$ cat src/rtl/serial_addsub_if.sv
// Operand/result bundle for serial_addsub. The ovf signal exists only when
// SERIAL_ADDSUB_OVF_EN is defined.
interface serial_addsub_if #(
  parameter int unsigned Width = 8
);
  logic             start;
  logic             mode;
  logic [Width-1:0] a;
  logic [Width-1:0] b;
  logic             busy;
  logic             done;
  logic [Width-1:0] sum;
  logic             carry;
`ifdef SERIAL_ADDSUB_OVF_EN
  logic             ovf;
`endif

  modport master (
    output start, mode, a, b,
`ifdef SERIAL_ADDSUB_OVF_EN
    input  ovf,
`endif
    input  busy, done, sum, carry
  );

  modport slave (
    input  start, mode, a, b,
`ifdef SERIAL_ADDSUB_OVF_EN
    output ovf,
`endif
    output busy, done, sum, carry
  );
endinterface

$ cat src/rtl/serial_addsub.sv
// Bit-serial adder/subtractor: one full-adder slice plus a carry flop, LSB first.
// Define SERIAL_ADDSUB_OVF_EN to add the signed-overflow output.
module serial_addsub #(
  parameter int unsigned WIDTH = 8
) (
  input logic           clk,
  input logic           rst_n,
  serial_addsub_if.slave bus
);

  localparam int unsigned CntW = $clog2(WIDTH) + 1;

  typedef enum logic [0:0] {StIdle, StRun} state_e;

  state_e             state_q, state_d;
  logic [WIDTH-1:0]   a_q, a_d;
  logic [WIDTH-1:0]   b_q, b_d;
  logic [WIDTH-1:0]   res_q, res_d;
  logic [CntW-1:0]    cnt_q, cnt_d;
  logic               c_q, c_d;
  logic               done_q, done_d;
  logic [WIDTH-1:0]   sum_q, sum_d;
  logic               carry_q, carry_d;
`ifdef SERIAL_ADDSUB_OVF_EN
  logic               ovf_q, ovf_d;
`endif

  logic             s_bit;
  logic             c_out;
  logic             last_bit;
  logic [WIDTH-1:0] res_shift;

  assign s_bit     = a_q[0] ^ b_q[0] ^ c_q;
  assign c_out     = (a_q[0] & b_q[0]) | (a_q[0] & c_q) | (b_q[0] & c_q);
  assign res_shift = {s_bit, res_q[WIDTH-1:1]};
  assign last_bit  = (state_q == StRun) && (cnt_q == CntW'(WIDTH - 1));

  // State register
  always_ff @(posedge clk or negedge rst_n) begin
    if (!rst_n) begin
      state_q <= StIdle;
    end else begin
      state_q <= state_d;
    end
  end

  // Next-state logic
  always_comb begin
    state_d = state_q;
    unique case (state_q)
      StIdle:  if (bus.start) state_d = StRun;
      StRun:   if (last_bit)  state_d = StIdle;
      default: state_d = StIdle;
    endcase
  end

  // Datapath next-state
  always_comb begin
    a_d     = a_q;
    b_d     = b_q;
    res_d   = res_q;
    cnt_d   = cnt_q;
    c_d     = c_q;
    sum_d   = sum_q;
    carry_d = carry_q;
    done_d  = 1'b0;
`ifdef SERIAL_ADDSUB_OVF_EN
    ovf_d   = ovf_q;
`endif
    if (state_q == StIdle) begin
      if (bus.start) begin
        a_d   = bus.a;
        // Subtract as a + ~b + 1: invert b and seed the carry with mode.
        b_d   = bus.mode ? ~bus.b : bus.b;
        c_d   = bus.mode;
        cnt_d = '0;
      end
    end else begin
      a_d   = a_q >> 1;
      b_d   = b_q >> 1;
      res_d = res_shift;
      c_d   = c_out;
      cnt_d = cnt_q + CntW'(1);
      if (last_bit) begin
        sum_d   = res_shift;
        carry_d = c_out;
        done_d  = 1'b1;
`ifdef SERIAL_ADDSUB_OVF_EN
        // c_q is the carry into the MSB on this edge.
        ovf_d   = c_q ^ c_out;
`endif
      end
    end
  end

  always_ff @(posedge clk or negedge rst_n) begin
    if (!rst_n) begin
      a_q     <= '0;
      b_q     <= '0;
      res_q   <= '0;
      cnt_q   <= '0;
      c_q     <= 1'b0;
      done_q  <= 1'b0;
      sum_q   <= '0;
      carry_q <= 1'b0;
`ifdef SERIAL_ADDSUB_OVF_EN
      ovf_q   <= 1'b0;
`endif
    end else begin
      a_q     <= a_d;
      b_q     <= b_d;
      res_q   <= res_d;
      cnt_q   <= cnt_d;
      c_q     <= c_d;
      done_q  <= done_d;
      sum_q   <= sum_d;
      carry_q <= carry_d;
`ifdef SERIAL_ADDSUB_OVF_EN
      ovf_q   <= ovf_d;
`endif
    end
  end

  // Outputs
  always_comb begin
    bus.busy  = (state_q == StRun);
    bus.done  = done_q;
    bus.sum   = sum_q;
    bus.carry = carry_q;
`ifdef SERIAL_ADDSUB_OVF_EN
    bus.ovf   = ovf_q;
`endif
  end

endmodule

$ cat src/flat_wrapper.sv
// flat-port wrapper written by rule: the top's interface ports become plain ports
module serial_addsub_flat 
#(
  parameter int unsigned WIDTH = 8
)
  (clk, rst_n, bus_start, bus_mode, bus_a, bus_b, bus_busy, bus_done, bus_sum, bus_carry);
  serial_addsub_if #(.Width((8))) bus_i ();
  input logic clk;
  input logic rst_n;
  input wire logic [$bits(bus_i.start)-1:0] bus_start;
  input wire logic [$bits(bus_i.mode)-1:0] bus_mode;
  input wire logic [$bits(bus_i.a)-1:0] bus_a;
  input wire logic [$bits(bus_i.b)-1:0] bus_b;
  output wire logic [$bits(bus_i.busy)-1:0] bus_busy;
  output wire logic [$bits(bus_i.done)-1:0] bus_done;
  output wire logic [$bits(bus_i.sum)-1:0] bus_sum;
  output wire logic [$bits(bus_i.carry)-1:0] bus_carry;
  assign bus_i.start = bus_start;
  assign bus_i.mode = bus_mode;
  assign bus_i.a = bus_a;
  assign bus_i.b = bus_b;
  assign bus_busy = bus_i.busy;
  assign bus_done = bus_i.done;
  assign bus_sum = bus_i.sum;
  assign bus_carry = bus_i.carry;
  serial_addsub #(.WIDTH(WIDTH)) u_core (.clk(clk), .rst_n(rst_n), .bus(bus_i));
endmodule
$ cat config.mk
export PLATFORM = sky130hd
export DESIGN_NAME = serial_addsub_flat
export DESIGN_NICKNAME = d
export VERILOG_FILES = /design/src/rtl/serial_addsub_if.sv /design/src/rtl/serial_addsub.sv /design/src/flat_wrapper.sv
export SDC_FILE = /design/constraint.sdc
export NUM_CORES = 1
export LEC_CHECK = 0
export ABC_CLOCK_PERIOD_IN_PS = 1600
export BUFFER_PORTS_ARGS = -buffer_cell sky130_fd_sc_hd__buf_4
export CORE_MARGIN = 2
export CORE_UTILIZATION = 54
export CTS_CLUSTER_DIAMETER = 50
export DETAILED_ROUTE_END_ITERATION = 7
export GPL_TIMING_DRIVEN = 1
export PLACE_DENSITY = 0.78
export SETUP_SLACK_MARGIN = 0.4
export SLEW_MARGIN = 40
export SYNTH_ARGS = -nofsm -noshare
export SYNTH_HDL_FRONTEND = slang
export SYNTH_SLANG_ARGS = --single-unit
$ cat constraint.sdc
create_clock -name clk -period 1.6 [get_ports clk]
set_input_delay 0.08 -clock clk [delete_from_list [all_inputs] [get_ports clk]]
set_output_delay 0.08 -clock clk [all_outputs]
set_load 0.02 [all_outputs]
==> impl_metrics.yaml <==
die:
  core_area_sq_um: 3028
  start_util_pct: 56.74
  die_y_microns: 60.40
  num_rows: 20
  die_w_microns: 60.40
  dieArea_sq_um: 3648
  io_pins: 31
detailed_routing:
  wl_per_cell_microns: 15.37
  viasPerCell: 5.165
  drt_iter0_markers: 34
  drt_first_pass_iters: 4
  drtAntennaViolNets: 0
  totalWireLength_microns: 3443
  vias: 1157
  drcViolationCount: 0
logic_synthesis:
  syn-num-nets: 156
  synth_top_flop_cell: "dfrtp_1"
  synth_area_leader_cell: "dfrtp_1"
  synth_edf_count: 0
  yosysMostFrequentCell: "dfrtp_1"
  synth-simple-area-share_pct: 6.264
  yosysSeqAreaShare_pct: 56.81
  synth_compound_area_share_pct: 6.336
  synth.area.top_cells: "dfrtp_1 57%, mux2_2 11%, mux2i_1 9.3%"
  synth_commonest_cells: "39 x dfrtp_1, 17 x mux2_2, 16 x mux2i_1, 15 x nand2_1, 15 x o21ai_0"
  synth_top_family_by_area: "multiplexers"
  synthCells: 134
  synth_top_area_share_pct: 56.81
  synth_area_per_cell_sq_um: 12.82
  ys_types: 21
  synthMuxAreaShare_pct: 20.47
  ys_ff_latch: 39
  async_flop_share_pct: 100.0
  yosys_warnings: 0
  synthXorXnorAreaFrac_pct: 5.098
  synth_fa_ha_area_share_pct: 1.894
  synth_area_sq_um: 1718
flow_run:
  cap_violations: 0
timing:
  skew_ps: 7.110
  maxSlewHeadroom_pct: 68.69
  hold_viol: 0
  finalWorstSetupSlack_ps: 335.7
  max_slew.worst_pin.slew_ps: 469.6
  fmax_ghz: 0.7909
  drv_slew: 0
  min_period_ps: 1264
  setup_viol: 0
  rsz0062_at_grt: "yes"
  fin_crit_sh_pct: 79.02
  fin_setup_tns_ps: 0
grt:
  antenna_found_initial: 0
  grt_use_total_pct: 21.68
  grt_max_degree: 40
  grt_pass1_wl_microns: 5568
  grt_overflow_total: 0
  grt_pass1_vias: 1173
power_and_ir_drop:
  internal-power_mw: 3.002
  pwr-share-comb_pct: 43.5
  p_switching_mw: 1.382
  vdd_drop_max_v: 0.001002
  leakagePower_nw: 1.147
  switching_share_pct: 31.53
  p_total_mw: 4.385
  pwr-share-seq_pct: 38.1
  clkPwrFrac_pct: 18.4
  p_per_area_nw_per_um2: 1908
placement:
  dp.cells: 201
  port_buffers: 30
  pre_cts_slack_ps: 305.4
  globalplace.congestion: 0.6993
  dpl.hpwl_microns: 2022
  place_area_sq_um: 1997
cts:
  cts_tree: "done"
  cts_buffers: 5
  clock_path_buffers: 2
  clk_pin_slew_worst_paths_ps: 110
  htreeDepth: 2
  cts_sinks: 39
  cts_root_buf: "clkbuf_4"
  insertion_delay_ps: 340
layout:
  num_antenna_cells: 0
  finalInstanceArea_sq_um: 2298
  fill_cells: 188
  area_delta_synth_final_pct: 33.79
  drive_above_1_share_pct: 42.22
  layout.nets: 201
  final_cells: 224
worst_setup_path:
  start_kind: "flip-flop"
  crit_arrival_ps: 1500
  worstPathMaxFanout: 2
  cp-end-kind: "flip-flop"
  cp.required_ps: 1830
  critPathKind: "reg -> reg"
outcome:
  outcome: "completed"
min_path:
  hp-class: "in -> reg"
## registers in the layout (all words and copies together), names as in the netlist
| register | count |
|---|---|
| u_core.bus.done | 1 |
| u_core.res_q | 7 |
| u_core.a_q | 8 |
| u_core.bus.carry | 1 |
| u_core.bus.busy | 1 |
| u_core.c_q | 1 |
| u_core.b_q | 8 |
| u_core.bus.sum | 8 |
| u_core.cnt_q | 4 |
## placed cells by master, fill, tap and decap left out
| cell | Yosys | routed |
|---|---|---|
| ha_4 | 0 | 1 |
| nand3_4 | 1 | 1 |
| nor2b_4 | 1 | 1 |
| bufbuf_16 | 0 | 2 |
| dlygate4sd3_1 | 0 | 2 |
| clkbuf_1 | 2 | 1 |
| buf_4 | 2 | 40 |
| mux2_4 | 0 | 7 |
| mux2_2 | 17 | 10 |
| clkbuf_4 | 0 | 5 |
| nor2_1 | 4 | 3 |
| xnor2_1 | 2 | 2 |
| o21ai_0 | 15 | 13 |
| nor2_2 | 0 | 1 |
| buf_6 | 1 | 1 |
| xor2_1 | 8 | 8 |
| a22o_1 | 3 | 3 |
| o21ai_1 | 0 | 2 |
| dfrtp_2 | 0 | 1 |
| nand2_1 | 15 | 15 |
| nand3_2 | 0 | 1 |
| dfrtp_1 | 39 | 38 |
| bufinv_16 | 0 | 2 |
| buf_12 | 0 | 1 |
| inv_8 | 0 | 1 |
| mux2i_1 | 16 | 16 |
| fa_2 | 0 | 1 |
| a211oi_1 | 1 | 1 |
## stage by stage
stage               utilization (%)  hold slack [ps]
global route                  75.91            27.37
finish                        75.91            9.527
detailed placement            65.95            72.98
CTS                           74.67            24.54
global placement              65.95            64.41
floorplan                         -           -215.6
## kinds of logic after synthesis
kind of cell               Yosys count
AOI/OAI and AO/OA                   19
xor gates and xnor gates            10
adders and majority gates            2
buffers and inverters                9
DFF                                 39
muxes                               33
and+or+nand+nor                     22
## timing repair
action	in CTS	in global routing
endpoints found under the setup margin	14	17
resized for setup	4	6
pin swaps	2	3
hold buffers	2	0
hold endpoints to repair	40	0
cloned	2	0
buffers inserted	8	3
## power by group through the flow
stage	Clock [mW]	Sequential, mW	Combinational (mW)
after detailed placement	0	1.68	1.43
after global routing	0.855	1.72	2.06
after floorplan	0	1.74	0.907
after CTS	0.817	1.66	1.81
after global placement	0	1.65	1.37
final	0.806	1.67	1.91
## area by class of cell
| cell class | count | area [sq um] | share of cell area (%) |
|---|---|---|---|
| sequential | 39 | 977.2 | 42.52 |
| multi-input combinational | 86 | 737.0 | 32.06 |
| timing repair buffer | 46 | 416.7 | 18.13 |
| clock inverter | 2 | 60.06 | 2.613 |
| tap | 44 | 55.05 | 2.395 |
| clock buffer | 6 | 41.29 | 1.796 |
| inverter | 1 | 11.26 | 0.4899 |
## worst paths after layout
check	startpoint	to	slack, ps	cells past startpoint
setup / recovery	u_core.c_q$_DFFE_PN0P_	u_core.res_q[7]$_DFFE_PN0P_	340	2
min in group asynchronous	rst_n	u_core.bus.sum[0]$_DFFE_PN0P_	230	2
setup reg to reg	u_core.c_q$_DFFE_PN0P_	u_core.res_q[7]$_DFFE_PN0P_	340	2
hold reg to reg	u_core.a_q[3]$_DFFE_PN0P_	u_core.a_q[2]$_DFFE_PN0P_	500	2
max in group asynchronous	rst_n	u_core.bus.busy$_DFF_PN0_	1020	2
hold / removal	bus_a[3]	u_core.a_q[3]$_DFFE_PN0P_	10	3
## critical path, stage by stage (launching register included)
cell and delay [ps]:
dfrtp_1 420, fa_2 470, mux2_2 270
## routing by layer
| metal | up-vias | routed length [microns] | track usage (%) |
|---|---|---|---|
| li1 | 552 | - | - |
| met1 | 579 | 1468 | 27.35 |
| met2 | 22 | 1815 | 34.32 |
| met3 | 4 | 118 | 6.823 |
| met4 | 0 | 40 | 10.16 |
| met5 | - | 0 | 0 |
Power figures use the tool's default switching activity.
